===== src/rtl/match_event_logger_pkg.sv =====
// Shared defaults and width helpers for the match event logger.
package match_event_logger_pkg;

  localparam int DEPTH_DEF = 4;
  localparam int TS_W_DEF  = 16;
  localparam int CNT_W_DEF = 8;

  // The level must reach DEPTH itself, so one bit more than the address width.
  function automatic int level_w(input int depth);
    return $clog2(depth) + 1;
  endfunction

endpackage


===== src/rtl/event_fifo.sv =====
// Timestamp FIFO: storage, pointers and fill level, with synchronous flush.
module event_fifo
  import match_event_logger_pkg::*;
#(
  parameter int DEPTH = DEPTH_DEF,
  parameter int W     = TS_W_DEF
) (
  input  logic                       clk,
  input  logic                       reset,
  input  logic                       flush,
  input  logic                       push,
  input  logic                       pop,
  input  logic [W-1:0]               din,
  output logic [W-1:0]               dout,
  output logic                       valid,
  output logic                       full,
  output logic [level_w(DEPTH)-1:0]  level
);

  localparam int AW = $clog2(DEPTH);
  localparam int LW = level_w(DEPTH);

  logic [W-1:0]  mem [DEPTH];
  logic [AW-1:0] wr_ptr;
  logic [AW-1:0] rd_ptr;
  logic          wr_en;
  logic          rd_en;

  assign valid = (level != '0);
  assign full  = (level == LW'(DEPTH));
  assign rd_en = pop & valid;
  // A full FIFO still accepts a write when the head leaves in the same cycle.
  assign wr_en = push & (~full | rd_en);
  assign dout  = valid ? mem[rd_ptr] : '0;

  // NOTE: storage has no reset; validity is tracked by level, so stale words are never visible.
  always_ff @(posedge clk) begin
    if (wr_en && !flush) mem[wr_ptr] <= din;
  end

  always_ff @(posedge clk or negedge reset) begin
    if (!reset) begin
      wr_ptr <= '0;
      rd_ptr <= '0;
      level  <= '0;
    end else if (flush) begin
      wr_ptr <= '0;
      rd_ptr <= '0;
      level  <= '0;
    end else begin
      if (wr_en) wr_ptr <= wr_ptr + AW'(1);
      if (rd_en) rd_ptr <= rd_ptr + AW'(1);
      level <= level + LW'(wr_en) - LW'(rd_en);
    end
  end

endmodule


===== src/rtl/match_event_logger.sv =====
// Logs bit-position timestamps of sequence-detector matches into a FIFO,
// with a saturating match counter and a sticky overflow flag.
module match_event_logger
  import match_event_logger_pkg::*;
#(
  parameter int DEPTH = DEPTH_DEF,
  parameter int TS_W  = TS_W_DEF,
  parameter int CNT_W = CNT_W_DEF
) (
  input  logic                       clk,
  input  logic                       reset,
  input  logic                       match_in,
  input  logic                       clr,
  input  logic                       rd_ready,
  output logic                       rd_valid,
  output logic [TS_W-1:0]            rd_data,
  output logic [CNT_W-1:0]           match_count,
  output logic [level_w(DEPTH)-1:0]  fifo_level,
  output logic                       overflow
);

  logic [TS_W-1:0] pos;
  logic            push;
  logic            pop;
  logic            full;
  logic            drop;

  // clr wins over any match or read in the same cycle.
  assign push = match_in & ~clr;
  assign pop  = rd_ready & ~clr;
  assign drop = match_in & full & ~(rd_ready & rd_valid);

  // NOTE: sequential state uses non-blocking assignments so every flop samples pre-edge values.
  always_ff @(posedge clk or negedge reset) begin
    if (!reset) pos <= '0;
    else        pos <= pos + TS_W'(1);
  end

  always_ff @(posedge clk or negedge reset) begin
    if (!reset) begin
      match_count <= '0;
      overflow    <= 1'b0;
    end else if (clr) begin
      match_count <= '0;
      overflow    <= 1'b0;
    end else begin
      if (match_in && match_count != '1) match_count <= match_count + CNT_W'(1);
      if (drop) overflow <= 1'b1;
    end
  end

  event_fifo #(
    .DEPTH (DEPTH),
    .W     (TS_W)
  ) u_fifo (
    .clk   (clk),
    .reset (reset),
    .flush (clr),
    .push  (push),
    .pop   (pop),
    .din   (pos),
    .dout  (rd_data),
    .valid (rd_valid),
    .full  (full),
    .level (fifo_level)
  );

endmodule


===== config.mk =====
export PLATFORM = sky130hd
export DESIGN_NAME = match_event_logger
export DESIGN_NICKNAME = d
export VERILOG_FILES = /design/src/rtl/match_event_logger_pkg.sv /design/src/rtl/event_fifo.sv /design/src/rtl/match_event_logger.sv
export SDC_FILE = /design/constraint.sdc
export NUM_CORES = 1
export LEC_CHECK = 0
export ABC_AREA = 1
export ABC_CLOCK_PERIOD_IN_PS = 1700
export CAP_MARGIN = 10
export CELL_PAD_IN_SITES_DETAIL_PLACEMENT = 1
export CELL_PAD_IN_SITES_GLOBAL_PLACEMENT = 1
export CORE_UTILIZATION = 41
export CTS_CLUSTER_DIAMETER = 40
export DETAILED_ROUTE_END_ITERATION = 10
export GPL_TIMING_DRIVEN = 0
export HOLD_SLACK_MARGIN = 0.1
export PLACE_DENSITY_LB_ADDON = 0.15
export SETUP_SLACK_MARGIN = 0.05
export SLEW_MARGIN = 15
export SYNTH_ARGS = -nofsm -noshare
export SYNTH_HDL_FRONTEND = slang
export SYNTH_SLANG_ARGS = --single-unit
export TNS_END_PERCENT = 50

===== constraint.sdc =====
create_clock -name clk -period 1.7 [get_ports clk]
set_input_delay 0.17 -clock clk [delete_from_list [all_inputs] [get_ports clk]]
set_output_delay 0.17 -clock clk [all_outputs]
set_load 0.01 [all_outputs]

==> results.md, run 1 <==
| Result | This run |
| --- | --- |
| Number of buffers inserted during clock tree synthesis | 9 |
| Count of max-cap constraint violations | 0 |
| Net Count, Synth | 413 |
| Overflow after GRT | 0 |
| Top cells by area in the synthesized netlist | edfxtp_1, dfrtp_1, nor2_1, nand2_1, o21ai_0 |
| Post-synth design cell area | 0.00424 mm2 |
| Core region area | 0.00991 mm2 |
| Critical-path top delay cell | dfrtp_1 |
| Average cell area after synthesis | 10.6 um2 |
| Data arrival time of the worst path | 2130 ps |
| Overall global routing resource usage | 0.209 |
| Internal Power | 4450 uW |
| Die boundary height | 104 um |
| Clk sinks | 96 |
| Post-route design area | 0.00537 mm2 |
| Number of enable-type register cells in the synthesized netlist | 64 |
| Least setup slack across all paths after layout | -191 ps |
| Most common flop cell mapped by yosys | edfxtp_1 |
| Final number of setup-violating endpoints | 28 |
| Most numerous cell types in the synthesized netlist | nor2_1, edfxtp_1, nand2_1, dfrtp_1, o21ai_0 |
| Gp weighted congestion | 0.780 |
| Pin count of the biggest net entering global routing | 18 |
| Port Buf Inserts | 33 |
| Fraction of power spent switching nets | 0.346 |
| Area growth, synth to finish | 26.8% |
| Gate power share | 0.382 |
| Detailed-router iteration count before antenna repair | 4 |
| Asr flop ratio synth | 0.333 |
| Post-detailed-route via-to-cell ratio | 4.99 |
| Number of max-slew violations in the final report | 0 |
| CP startpoint kind | register |
| Crit-path max FO | 3 |
| Placement-stage cell area | 0.00481 mm2 |
| Detail Route Antenna Nets | 0 |
| TritonCTS clock tree | done |
| FILL cells | 1072 |
| Post-route DRC violation count | 0 |
| Outcome | finished with violations |
| Worst hold path class | in2reg |
| Insertion delay of the later-clocked pin in the worst-skew pair | 370 ps |
| Post-synthesis cell count | 399 |
| Average wire length per cell after detail routing | 18.3 um |
| Post-synth top area share | 0.453 |
| #FFs+latches synth | 96 |
| Minimum setup slack after placement | -780 ps |
| Violated checks | negative setup slack |
| Vias | 3017 |
| Number of warnings issued by yosys | 0 |
| Clk network pwr share | 0.226 |
| Die Wd | 104 um |
| Root buffer cell | clkbuf_8 |
| Cell seen most often among critical-path stages | inv_2 |
| Hold Violations, Final | 0 |
| Final total power | 6810 uW |
| Synth area leader | edfxtp_1 |
| Worst supply voltage drop on vdd | 0.444 mV |
| Antenna diode count | 0 |
| Number of I/O pins | 34 |
| Vias in the first global route | 3174 |
| Critical path, cell by cell | inv_2 -> nand3_4 -> nand2_4 -> nor2_4 -> ha_4 -> inv_2 -> ha_4 -> inv_2 -> fa_2 -> xor2_1 -> nor2_1 |
| Worst Tran Pin Value | 512 ps |
| Number of antenna violations at the first check in global routing | 0 |
| Layout cells sized above 1 | 0.250 |
| Switching power summed over all nets | 2360 uW |
| Category of the critical setup timing path | reg2reg |
| Crit path capture type | register |
| Post-Route Skew | 15.8 ps |
| Delay contributed by the slowest stage of the critical path | 420 ps |
| Number of levels in the clock H-tree | 3 |
| Part of the power in registers | 0.391 |
| DIE AREA | 0.0107 mm2 |
| Clock-pin slew of the registers on the worst-case setup and hold paths | 100 ps |
| RSZ-0062 raised after global routing | true |
| Total Routed Length | 11.0 mm |
| Global-route wire length before repair | 16.9 mm |
| Final worst path period share | 1.11 |
| Final sum of negative setup slack | -2420 ps |
| Leakage power figure | 0.00221 uW |
| Post-Route Utilization | 0.542 |
| Sequential cell area fraction in the yosys report | 0.642 |
| Net count reported at finish | 481 |
| Sum of net half-perimeters after detailed placement | 6.84 mm |
| Power Density | 1270 mW/mm2 |
| Rows | 36 |
| Post-layout min period | 1890 ps |
| Initial standard-cell utilization of the core | 0.428 |
| Maximum clock frequency | 529 MHz |
| Normalized max-slew margin | 0.659 |
| Number of distinct library cells after synthesis | 26 |
| Most used standard cell by instance count after synthesis | nor2_1 |
| Clk buf depth | 2 |
| Required time of the critical path | 1940 ps |
| DRT iter0 DRCs | 112 |
worst max-delay path: cells and delay by family (launching register included):
| kind | cells | cell delay [ps] |
|---|---|---|
| buffers and inverters | 3 | 170 |
| XOR/XNOR | 1 | 140 |
| adder cells (fa/ha/maj) | 3 | 710 |
| flip-flops | 1 | 420 |
| AND/OR/NAND/NOR | 4 | 300 |
power by group through the flow:
stage / Clock [uW] / Combinational (uW) / Sequential [uW]
CTS: 1540 / 2400 / 2660
floorplan: 0 / 1130 / 2720
finish: 1540 / 2600 / 2670
detailed placement: 0 / 2090 / 2720
global route: 1660 / 2820 / 2680
global placement: 0 / 2000 / 2710
cell families after synthesis:
family                   Yosys count  synth area share
AND/OR/NAND/NOR                  177             0.177
flip-flops                        96             0.642
adder cells (fa/ha/maj)            9            0.0283
buffers and inverters             46            0.0529
XOR/XNOR                          17            0.0351
AO/OA/AOI/OAI                     54            0.0644
final timing paths:
| path | startpoint | endpoint | slack (ps) | cells past startpoint |
|---|---|---|---|---|
| max in group asynchronous | reset | pos[14] | 950 | 3 |
| min | clr | u_fifo.level[1] | 190 | 2 |
| max | u_fifo.level[0] | u_fifo.level[2] | -190 | 11 |
| min in group asynchronous | reset | u_fifo.level[0] | 290 | 2 |
| min reg2reg | overflow | overflow | 520 | 2 |
| max reg2reg | u_fifo.level[0] | u_fifo.level[2] | -190 | 11 |
through the flow:
step           hold WS (ps)  instances
6_report                193        605
2_1_floorplan          -126        399
3_5_place_dp            140        568
4_1_cts                 276        599
3_3_place_gp            475        565
5_1_grt                 205        605
cell usage in the layout, fill, tap and decap left out, types with 3 or more instances in the layout:
cell type / instances
o21ai_0: 12
nor2_4: 6
clkinv_4: 3
inv_1: 22
clkbuf_16: 3
clkbuf_8: 9
buf_6: 7
buf_12: 6
o21ai_1: 23
a21oi_1: 13
buf_4: 13
nor2_1: 78
dfrtp_1: 30
clkdlybuf4s50_1: 13
nand3_1: 19
nor2_2: 14
buf_8: 4
nand2_1: 48
a21oi_2: 5
buf_2: 18
nand2_4: 3
inv_2: 9
xnor2_1: 7
nand2_2: 4
edfxtp_1: 64
xor2_1: 10
ha_1: 6
what timing repair did:
item | 4_1_cts | 5_1_grt
setup buffers | 13 | 8
resized for setup | 112 | 36
setup endpoints to repair | 79 | 48
pin swaps | 10 | 20
cloned | 1 | 1
endpoints found under the hold margin | 32 | 0
hold buffers | 1 | 0
flip-flops by register name, indices dropped and copies added, names as in the netlist:
signal         cells
u_fifo.rd_ptr      2
u_fifo.mem        64
match_count        8
overflow           1
pos               16
u_fifo.level       3
u_fifo.wr_ptr      2
metal layers:
layer | vias to the layer above | share of wire | GRT usage
met2 | 38 | 0.51 | 0.355
met4 | 0 | 0.016 | 0.0684
met3 | 14 | 0.024 | 0.0340
met5 | - | 0 | 0
li1 | 1457 | - | -
met1 | 1508 | 0.45 | 0.273
cell type report:
type                    instances  area, um2  area share
well taps                     133        166      0.0310
multi-input cells             257       1420       0.264
inverters                      34        141      0.0263
repair buffers                 58        548       0.102
plain buffers                  11        175      0.0326
clock buffers                  11        131      0.0245
flip-flops and latches         96       2730       0.507
clock inverters                 5       65.1      0.0121
(Power assumes the default switching activity.)
==> run 2, diff against run 1 <==
--- a/config.mk
+++ b/config.mk
@@ -10,6 +10,7 @@
 export CAP_MARGIN = 10
 export CELL_PAD_IN_SITES_DETAIL_PLACEMENT = 1
 export CELL_PAD_IN_SITES_GLOBAL_PLACEMENT = 1
+export CORE_MARGIN = 3
 export CORE_UTILIZATION = 41
 export CTS_CLUSTER_DIAMETER = 40
 export DETAILED_ROUTE_END_ITERATION = 10
==> run 2 against run 1 <==
The flow still finishes with violations (negative setup slack); routed wire length fell by 2.0%; flip-flop and latch count is the same; clock power barely moved; utilization decreased by 0.20 points; combinational power shrank 3%; via count is 0.43% higher; critical path depth decreased by 1; global-route usage shrank 1.4 points; die area increased by 7.9%; critical path type unchanged; largest power group unchanged; highest routed layer unchanged.
==> results.md, run 2 (synthesized netlist as in run 1, its figures left out) <==
| Result | This run | Change |
| --- | --- | --- |
| Outcome | finished with violations | unchanged |
| Violated checks | negative setup slack | unchanged |
| Number of I/O pins | 34 | unchanged |
| Net count reported at finish | 483 | was 481 |
| DIE AREA | 0.0116 mm2 | was 0.0107 mm2 |
| Root buffer cell | clkbuf_8 | unchanged |
| Least setup slack across all paths after layout | -156 ps | was -191 ps |
| Worst supply voltage drop on vdd | 0.507 mV | was 0.444 mV |
| Non-filler cells in the finished layout | 607 | was 605 |
| Count of max-cap constraint violations | 0 | unchanged |
| Average wire length per cell after detail routing | 17.8 um | was 18.3 um |
| Global-route wire length before repair | 17.1 mm | was 16.9 mm |
| Layout cells sized above 1 | 0.243 | was 0.250 |
| Switching power summed over all nets | 2280 uW | was 2360 uW |
| Part of the power in registers | 0.397 | was 0.391 |
| TritonCTS clock tree | done | unchanged |
| Power Density | 1250 mW/mm2 | was 1270 mW/mm2 |
| Final worst path period share | 1.09 | was 1.11 |
| Number of buffers inserted during clock tree synthesis | 9 | unchanged |
| Post-Route Skew | 11.1 ps | was 15.8 ps |
| Largest registers | u_fifo.mem: 64 flops, pos: 16 flops, match_count: 8 flops | unchanged |
| Clk buf depth | 2 | unchanged |
| Internal Power | 4400 uW | was 4450 uW |
| Category of the critical setup timing path | reg2reg | unchanged |
| Post-route design area | 0.00535 mm2 | was 0.00537 mm2 |
| Placement-stage cell area | 0.00481 mm2 | unchanged |
| Crit path capture type | register | unchanged |
| Required time of the critical path | 1940 ps | about the same |
| Maximum clock frequency | 539 MHz | was 529 MHz |
| Largest register FFs | 64 | unchanged |
| Crit-path max FO | 3 | unchanged |
| Pin count of the biggest net entering global routing | 18 | unchanged |
| Vias in the first global route | 3237 | was 3174 |
| Data arrival time of the worst path | 2090 ps | was 2130 ps |
| Core region area | 0.00991 mm2 | unchanged |
| Number of max-slew violations in the final report | 0 | unchanged |
| Initial standard-cell utilization of the core | 0.428 | unchanged |
| Sum of net half-perimeters after detailed placement | 6.77 mm | was 6.84 mm |
| Overflow after GRT | 0 | unchanged |
| Port Buf Inserts | 33 | unchanged |
| Minimum setup slack after placement | -771 ps | was -780 ps |
| RSZ-0062 raised after global routing | true | unchanged |
| Worst hold path class | in2async | was in2reg |
| Hold Violations, Final | 0 | unchanged |
| Vias | 3030 | was 3017 |
| Worst Tran Pin Value | 451 ps | was 512 ps |
| Clk sinks | 96 | unchanged |
| Commonest non-fill, non-tap cells in the layout | nor2_1, edfxtp_1, nand2_1 | unchanged |
| Insertion delay of the later-clocked pin in the worst-skew pair | 350 ps | was 370 ps |
| Fraction of power spent switching nets | 0.341 | was 0.346 |
| Detail Route Antenna Nets | 0 | unchanged |
| Final number of setup-violating endpoints | 18 | was 28 |
| Total Routed Length | 10.8 mm | was 11.0 mm |
| Post-route DRC violation count | 0 | unchanged |
| Clock-pin slew of the registers on the worst-case setup and hold paths | 100 ps | about the same |
| Clk network pwr share | 0.227 | was 0.226 |
| Detailed-router iteration count before antenna repair | 4 | unchanged |
| Normalized max-slew margin | 0.700 | was 0.659 |
| Hold_ws | 285 ps | was 193 ps |
| Antenna diode count | 0 | unchanged |
| Rows | 36 | unchanged |
| Leakage power figure | 0.00222 uW | was 0.00221 uW |
| Overall global routing resource usage | 0.194 | was 0.209 |
| Gate power share | 0.376 | was 0.382 |
| Post-layout min period | 1860 ps | was 1890 ps |
| Die Wd | 108 um | was 104 um |
| DP Cell Count | 568 | unchanged |
| Die boundary height | 108 um | was 104 um |
| Number of antenna violations at the first check in global routing | 0 | unchanged |
| Final total power | 6690 uW | was 6810 uW |
| Number of levels in the clock H-tree | 3 | unchanged |
| Post-detailed-route via-to-cell ratio | 4.99 | about the same |
| FILL cells | 1079 | was 1072 |
| DRT iter0 DRCs | 152 | was 112 |
| Register ranked first by flip-flop count | u_fifo.mem | unchanged |
| Leading cell type in the layout, fill and taps excluded | nor2_1 | unchanged |
| CP startpoint kind | register | unchanged |
| Area growth, synth to finish | 26.3% | was 26.8% |
| Worst reg2reg path depth | 10 | was 11 |
| Gp weighted congestion | 0.751 | was 0.780 |
## run 2: power groups by stage
stage | combinational, uW | sequential, uW | clock (uW)
final | 2520 | 2650 | 1520
after global routing | 2770 | 2670 | 1640
after CTS | 2330 | 2650 | 1540
after floorplan | 1130 | 2720 | 0
after detailed placement | 2070 | 2720 | 0
after global placement | 2010 | 2710 | 0
## run 2: routing by layer
metal | routed length, um | GRT usage | vias up
met5 | 0 | 0 | -
met4 | 13 | 0.0433 | 0
met3 | 366 | 0.0324 | 2
met2 | 5450 | 0.325 | 63
met1 | 5000 | 0.267 | 1510
li1 | - | - | 1455
## run 2: metrics by stage
stage               setup TNS, ps   util
floorplan                   -4950      -
global placement           -74710  0.480
detailed placement         -41290  0.486
CTS                         -1520  0.528
global route                -3260  0.540
finish                      -1110  0.540
## run 2: final timing paths
kind                                 start               to  slack [ps]
max reg2reg                u_fifo.level[2]  u_fifo.level[1]        -160
min                                  reset         overflow         280
min reg2reg                       overflow         overflow         510
min in group clk                       clr  u_fifo.level[0]         340
max in group asynchronous            reset          pos[13]         960
max                        u_fifo.level[2]  u_fifo.level[1]        -160
## run 2: worst max-delay path, cell delays in order, from the launching register on
cell,delay [ps]
dfrtp_1,400
inv_2,110
nand3_4,100
nand2_4,100
nor2_4,50
ha_4,220
inv_2,60
ha_4,120
inv_2,30
fa_2,510
nor2_1,40
## run 2: final cells by class
cell class	instances	area [um2]	share of cell area
Multi-Input combinational cell	257	1410	0.263
Buffer	12	185	0.0346
Tap cell	133	166	0.0311
Timing Repair Buffer	59	533	0.0996
Inverter	34	141	0.0264
Clock inverter	6	68.8	0.0129
Clock buffer	10	128	0.0238
Sequential cell	96	2730	0.509
## run 2: what timing repair did
item	CTS	global route
pin swaps	9	13
gates resized for setup	93	39
endpoints found under the hold margin	32	0
setup buffers	15	6
setup endpoints to repair	74	76
gates cloned	0	1
hold buffers	1	0
==> run 3, diff against run 2 <==
--- a/config.mk
+++ b/config.mk
@@ -5,13 +5,12 @@
 export SDC_FILE = /design/constraint.sdc
 export NUM_CORES = 1
 export LEC_CHECK = 0
-export ABC_AREA = 1
 export ABC_CLOCK_PERIOD_IN_PS = 1700
 export CAP_MARGIN = 10
 export CELL_PAD_IN_SITES_DETAIL_PLACEMENT = 1
 export CELL_PAD_IN_SITES_GLOBAL_PLACEMENT = 1
 export CORE_MARGIN = 3
-export CORE_UTILIZATION = 41
+export CORE_UTILIZATION = 44
 export CTS_CLUSTER_DIAMETER = 40
 export DETAILED_ROUTE_END_ITERATION = 10
 export GPL_TIMING_DRIVEN = 0
==> run 3 against run 2 <==
The run still ends with negative setup slack left; count of clock-buffer cells in the layout stayed put; cell count is 29% lower; combinational power is 9.9% lower; power is 0.26% lower; register-to-register slack worse by 550 ps; routed wire length is 19% lower; global-route usage is 2.0 points lower; via count is 24% lower; critical path depth is 1 higher; utilization is 3.7 points higher; clock power is 16% higher; non-clock buffer count is 6 lower; largest cell class unchanged.
==> results.md, run 3 <==
| Result | This run | Change |
| --- | --- | --- |
| Number of distinct library cells after synthesis | 38 | was 26 |
| Category of the critical setup timing path | reg2reg | unchanged |
| Number of levels in the clock H-tree | 3 | unchanged |
| Hold Violations, Final | 0 | unchanged |
| Maximum clock frequency | 416 MHz | was 539 MHz |
| Critical path, cell by cell | or3_4 -> nand2_4 -> nor2_4 -> ha_4 -> inv_2 -> ha_4 -> inv_2 -> fa_2 -> xor2_2 -> and2_1 -> nor3_1 | was inv_2 -> nand3_4 -> nand2_4 -> nor2_4 -> ha_4 -> inv_2 -> ha_4 -> inv_2 -> fa_2 -> nor2_1 |
| Global-route wire length before repair | 13.3 mm | was 17.1 mm |
| DP Cell Count | 388 | was 568 |
| Most common flop cell mapped by yosys | edfxtp_1 | unchanged |
| Area growth, synth to finish | 26.3% | about the same |
| Violated checks | negative setup slack | unchanged |
| Number of warnings issued by yosys | 0 | unchanged |
| Required time of the critical path | 1970 ps | was 1940 ps |
| Net count reported at finish | 332 | was 483 |
| Largest register FFs | 64 | unchanged |
| Largest registers | u_fifo.mem: 64 flops, pos: 16 flops, match_count: 8 flops | unchanged |
| Crit-path max FO | 3 | unchanged |
| Root buffer cell | clkbuf_8 | unchanged |
| Asr flop ratio synth | 0.333 | unchanged |
| Number of max-slew violations in the final report | 0 | unchanged |
| Number of antenna violations at the first check in global routing | 0 | unchanged |
| Synth area leader | edfxtp_1 | unchanged |
| Post-Route Skew | 14.6 ps | was 11.1 ps |
| Critical-path top delay cell | dfrtp_2 | was fa_2 |
| Post-synthesis cell count | 247 | was 399 |
| Die boundary height | 102 um | was 108 um |
| Overflow after GRT | 0 | unchanged |
| Footprint of the multi-input gates | 0.00134 mm2 | was 0.00141 mm2 |
| Normalized max-slew margin | 0.598 | was 0.700 |
| Initial standard-cell utilization of the core | 0.457 | was 0.428 |
| Placement-stage cell area | 0.00451 mm2 | was 0.00481 mm2 |
| Gp weighted congestion | 0.715 | was 0.751 |
| Post-route design area | 0.00509 mm2 | was 0.00535 mm2 |
| Post-synth design cell area | 0.00403 mm2 | was 0.00424 mm2 |
| CP startpoint kind | register | unchanged |
| Final number of setup-violating endpoints | 84 | was 18 |
| Final worst path period share | 1.41 | was 1.09 |
| Least setup slack across all paths after layout | -705 ps | was -156 ps |
| Insertion delay of the later-clocked pin in the worst-skew pair | 360 ps | was 350 ps |
| Leading cell type in the layout, fill and taps excluded | edfxtp_1 | was nor2_1 |
| Commonest non-fill, non-tap cells in the layout | edfxtp_1, dfrtp_1, buf_6 | was nor2_1, edfxtp_1, nand2_1 |
| Post-route DRC violation count | 0 | unchanged |
| Final sum of negative setup slack | -21370 ps | was -1110 ps |
| #FFs+latches synth | 96 | unchanged |
| Most numerous cell types in the synthesized netlist | edfxtp_1, dfrtp_1, and2_1, nor2_1, xor2_1 | was nor2_1, edfxtp_1, nand2_1, dfrtp_1, o21ai_0 |
| Largest delay contributor family on the critical path | simple AND/OR/NAND/NOR gates | was adder cells |
| Leakage power figure | 0.00207 uW | was 0.00222 uW |
| Number of I/O pins | 34 | unchanged |
| Core region area | 0.00881 mm2 | was 0.00991 mm2 |
| Post-layout min period | 2410 ps | was 1860 ps |
| Non-filler cells in the finished layout | 430 | was 607 |
| Number of buffers inserted during clock tree synthesis | 9 | unchanged |
| Average wire length per cell after detail routing | 20.5 um | was 17.8 um |
| FILL cells | 804 | was 1079 |
| Most used standard cell by instance count after synthesis | edfxtp_1 | was nor2_1 |
| Detail Route Antenna Nets | 0 | unchanged |
| Vias in the first global route | 2414 | was 3237 |
| RSZ-0062 raised after global routing | true | unchanged |
| Overall global routing resource usage | 0.175 | was 0.194 |
| Sum of net half-perimeters after detailed placement | 5.07 mm | was 6.77 mm |
| Detailed-router iteration count before antenna repair | 4 | unchanged |
| Antenna diode count | 0 | unchanged |
| Die Wd | 102 um | was 108 um |
| Post-detailed-route via-to-cell ratio | 5.37 | was 4.99 |
| DIE AREA | 0.0103 mm2 | was 0.0116 mm2 |
| Data arrival time of the worst path | 2680 ps | was 2090 ps |
| Sequential cell area fraction in the yosys report | 0.676 | was 0.642 |
| Clk sinks | 96 | unchanged |
| Layout cells sized above 1 | 0.335 | was 0.243 |
| Outcome | finished with violations | unchanged |
| Sequential cell area | 0.00273 mm2 | about the same |
| Rows | 34 | was 36 |
| Average cell area after synthesis | 16.3 um2 | was 10.6 um2 |
| Delay contributed by the slowest stage of the critical path | 430 ps | was 510 ps |
| Worst hold path class | in2async | unchanged |
| Pin count of the biggest net entering global routing | 29 | was 18 |
| Post-synth top area share | 0.477 | was 0.453 |
| Register ranked first by flip-flop count | u_fifo.mem | unchanged |
| Port Buf Inserts | 32 | was 33 |
| Crit path capture type | register | unchanged |
| Vias | 2311 | was 3030 |
| Net Count, Synth | 261 | was 413 |
| Top cells by area in the synthesized netlist | edfxtp_1, dfrtp_1, mux4_1, mux4_2, and2_1 | was edfxtp_1, dfrtp_1, nor2_1, nand2_1, o21ai_0 |
| Count of max-cap constraint violations | 0 | unchanged |
| Power Density | 1310 mW/mm2 | was 1250 mW/mm2 |
| Post-Route Utilization | 0.578 | was 0.540 |
| Worst Tran Pin Value | 604 ps | was 451 ps |
| Worst path buffer plus inverter count | 2 | was 3 |
| DRT iter0 DRCs | 87 | was 152 |
| Number of enable-type register cells in the synthesized netlist | 64 | unchanged |
| Total Routed Length | 8.81 mm | was 10.8 mm |
| Worst supply voltage drop on vdd | 0.517 mV | was 0.507 mV |
| TritonCTS clock tree | done | unchanged |
| Clk buf depth | 2 | unchanged |
| Clock-pin slew of the registers on the worst-case setup and hold paths | 90 ps | was 100 ps |
[run 3: cell types whose count changed after synthesis, sizes merged, moves of 14 or more]
cell   delta
a21oi    -14
and2     +22
inv      -26
mux4     +16
nand2    -48
nand3    -14
nor2     -80
o21ai    -34
[run 3: repair_timing]
| item | in CTS | in global routing |
|---|---|---|
| resized for setup | 99 | 30 |
| endpoints found under the hold margin | 32 | 0 |
| pin swaps | 6 | 15 |
| hold buffers | 1 | 0 |
| cloned | 1 | 3 |
| setup buffers | 18 | 7 |
| setup endpoints to repair | 90 | 92 |
[run 3: kinds of logic after synthesis]
family | synth area share
xor gates and xnor gates | 0.0413
muxes | 0.104
buffers and inverters | 0.0218
adders and majority gates | 0.0298
DFF | 0.676
AOI/OAI and AO/OA | 0.0214
and+or+nand+nor | 0.105
[run 3: worst reg2reg max path, stage by stage, from the launching register on]
cell	delay, ps
dfrtp_2	430
or3_4	420
nand2_4	90
nor2_4	40
ha_4	260
inv_2	60
ha_4	130
inv_2	40
fa_2	400
xor2_2	180
and2_1	130
nor3_1	150
[run 3: layer usage]
metal  global-route usage  vias up  wire (um)
met4               0.0644        0         96
met1                0.237     1210       3840
met5                    0        -          0
met3               0.0248        9        244
met2                0.289       35       4630
li1                     -     1057          -
[run 3: power breakdown]
group	total (uW)	switching, uW	internal, uW
combinational	2270	937	1330
sequential	2640	49.9	2590
clock	1760	786	976
[run 3: worst paths after layout]
path / endpoint / from / depth (start not counted) / slack [ps]
worst max-delay path: u_fifo.level[2] / u_fifo.level[1] / 11 / -710
worst min-delay path: pos[0] / reset / 2 / 160
worst max register to register: u_fifo.level[2] / u_fifo.level[1] / 11 / -710
worst min register to register: pos[0] / pos[0] / 1 / 510
max in group asynchronous: u_fifo.level[1] / reset / 3 / 1140
min in group clk: u_fifo.level[0] / clr / 2 / 270
[run 3: metrics by stage]
stage          power (uW)  hold WS, ps  setup slack, ps
6_report             6670          161             -705
5_1_grt              6960          172             -792
4_1_cts              6530          165             -675
3_5_place_dp         4320         13.7             -907
3_3_place_gp         4280          492             -939
2_1_floorplan        3610         -126             -638
[run 3: layout make-up]
| type | count | share of cell area |
|---|---|---|
| clock buffer | 10 | 0.0251 |
| tap | 108 | 0.0266 |
| buffer | 7 | 0.0157 |
| multi-input combinational | 138 | 0.264 |
| inverter | 8 | 0.00590 |
| clock inverter | 5 | 0.0209 |
| sequential | 96 | 0.536 |
| timing repair buffer | 58 | 0.105 |
==> RTL edit, RTL diff (flow settings as in run 2) <==
Register the output `match_count` once more, with the module's reset; this adds one clock of latency there. The other outputs are not delayed to match.
--- a/src/rtl/match_event_logger.sv
+++ b/src/rtl/match_event_logger.sv
@@ -21,2 +21,4 @@
 
+  logic [CNT_W-1:0] match_count_s0;
+
   logic [TS_W-1:0] pos;
@@ -40,9 +42,9 @@
     if (!reset) begin
-      match_count <= '0;
+      match_count_s0 <= '0;
       overflow    <= 1'b0;
     end else if (clr) begin
-      match_count <= '0;
+      match_count_s0 <= '0;
       overflow    <= 1'b0;
     end else begin
-      if (match_in && match_count != '1) match_count <= match_count + CNT_W'(1);
+      if (match_in && match_count_s0 != '1) match_count_s0 <= match_count_s0 + CNT_W'(1);
       if (drop) overflow <= 1'b1;
@@ -67,2 +69,10 @@
 
+  always_ff @(posedge clk or negedge reset) begin
+    if (!reset) begin
+      match_count <= '0;
+    end else begin
+      match_count <= match_count_s0;
+    end
+  end
+
 endmodule
Check against the original RTL: not equivalent (Yosys sat finds a counterexample within 4 cycles, from zero or initial values and one cycle with reset low).
==> RTL edit against run 2 <==
  * Count of clock-buffer cells in the layout rose by 1
  * Area after synthesis rose by 5.6%
  * Largest cell class unchanged
  * Total power rose by 15%
  * Routed wire length rose by 13%
  * Final area rose by 10%
  * Global-route usage rose by 0.32 points
  * Non-clock buffer count rose by 9
  * Setup slack got worse by 0.011 ns
  * Sequential cell count rose by 8
  * The run still ends with negative setup slack left
==> RTL edit: results (changes against run 2) <==
metric	value	unit	change
status	finished with violations		
failing checks	negative setup slack		
largest net degree at the start of global routing	25		+7
switching share of power	34.3	%	+0.15 points
GRT Total Usage	19.8	%	+0.32 points
vias	3262		+7.7%
Final WS setup	-0.168	ns	-0.0115 ns
share of post-route cells with drive strength above 1	30.8	%	+6.6 points
Crit path arrival time	2.11	ns	+0.02 ns
Nets	505		+4.6%
worst hold path class	input port to register		
post-route clock skew	0.0144	ns	+0.00331 ns
Slew headroom	71.0	%	+1.0 points
Synth Area per Inst	10.8	um^2	+2.1%
Synth top area share	42.9	%	-2.4 points
register area share after synthesis	65.3	%	+1.0 points
setup TNS	-1.47	ns	-0.368 ns
non-filler cells, final	632		+4.1%
Post-synth top cells	nor2_1, edfxtp_1, nand2_1		
Async S/R FF share, synth	38.5	%	+5.1 points
fill count	1112		+3.1%
post-placement cell count	584		+2.8%
DRT iter0 DRCs	151		-0.66%
Adder-Cell Fraction of Synth Area	2.68	%	-0.15 points
Synth Area in Compound Gates	6.51	%	+0.076 points
gpl congestion	0.805		+7.2%
final setup fails	18		unchanged
Port-buffer cells	32		-3.0%
unique cell type count in the Yosys netlist	30		+15%
-- RTL edit: cell types whose count changed in the layout (fill, tap and decap cells not counted), sizes merged, moves of 2 or more --
cell,change
inv,-4
nand4,+3
dfrtp,+8
buf,+10
nand3,+5
clkbuf,+2
o21bai,+2
xor2,-4
nand2,+2
-- RTL edit: kinds of logic (layout without fill, tap and decap cells) --
kind of cell | after synthesis | in the layout
simple gates | 188 | 188
fa+ha+maj | 9 | 9
compound gates | 55 | 55
flops | 104 | 104
buf+inv | 44 | 127
xor+xnor | 13 | 13
-- RTL edit: path summary, 6_finish.rpt --
path,start,endpoint,slack (ns)
setup / recovery,u_fifo.level[1],u_fifo.level[1],-0.17
hold / removal,clr,u_fifo.level[0],0.16
setup reg to reg,u_fifo.level[1],u_fifo.level[1],-0.17
hold reg to reg,match_count_s0[1],match_count[1],0.46
max in group asynchronous,reset,u_fifo.level[1],0.92
min in group asynchronous,reset,pos[7],0.29
-- RTL edit: area by class of cell --
| class | instances | area [um^2] | share of cell area [%] |
|---|---|---|---|
| buffer | 12 | 188 | 3.19 |
| clock buffer | 11 | 131 | 2.23 |
| clock inverter | 5 | 56.3 | 0.956 |
| inverter | 31 | 138 | 2.34 |
| multi-input combinational | 265 | 1590 | 27.0 |
| sequential | 104 | 2930 | 49.6 |
| tap | 136 | 170 | 2.89 |
| timing repair buffer | 68 | 691 | 11.7 |
-- RTL edit: repair_timing --
item,CTS,global route
cloned,4,3
hold endpoints to repair,39,0
gates resized for setup,119,75
setup endpoints to repair,67,56
hold buffers,1,0
pin swaps,9,23
buffers inserted,26,5
-- RTL edit: critical path: stages, from the launching register on --
cell and delay (ns):
dfrtp_2 0.42, inv_2 0.08, nand3_4 0.11, nand2_4 0.09, nor2_4 0.05, ha_4 0.23, inv_4 0.05, ha_4 0.13
inv_2 0.03, fa_2 0.52, nor2_1 0.04
-- RTL edit: power by group through the flow --
stage	combinational [mW]	clock, mW	sequential [mW]
floorplan	1.14	0	2.92
finish	3.26	1.54	2.87
global route	3.51	1.66	2.88
global placement	1.99	0	2.92
CTS	2.94	1.55	2.85
detailed placement	2.08	0	2.92
-- RTL edit: metal layers --
layer | vias to the layer above | part of all wire (%) | wire (um) | GRT usage [%]
li1 | 1539 | - | - | -
met3 | 15 | 3.0 | 367 | 3.18
met2 | 60 | 55 | 6790 | 36.5
met4 | 0 | 1.2 | 147 | 6.65
met5 | - | 0 | 0 | 0
met1 | 1648 | 40 | 4970 | 23.2
-- RTL edit: per-stage QoR --
stage	util [%]	hold slack [ns]
floorplan	-	-0.126
global placement	47.6	0.431
detailed placement	48.1	0.133
CTS	54.4	0.166
global route	56.3	0.154
finish	56.3	0.164
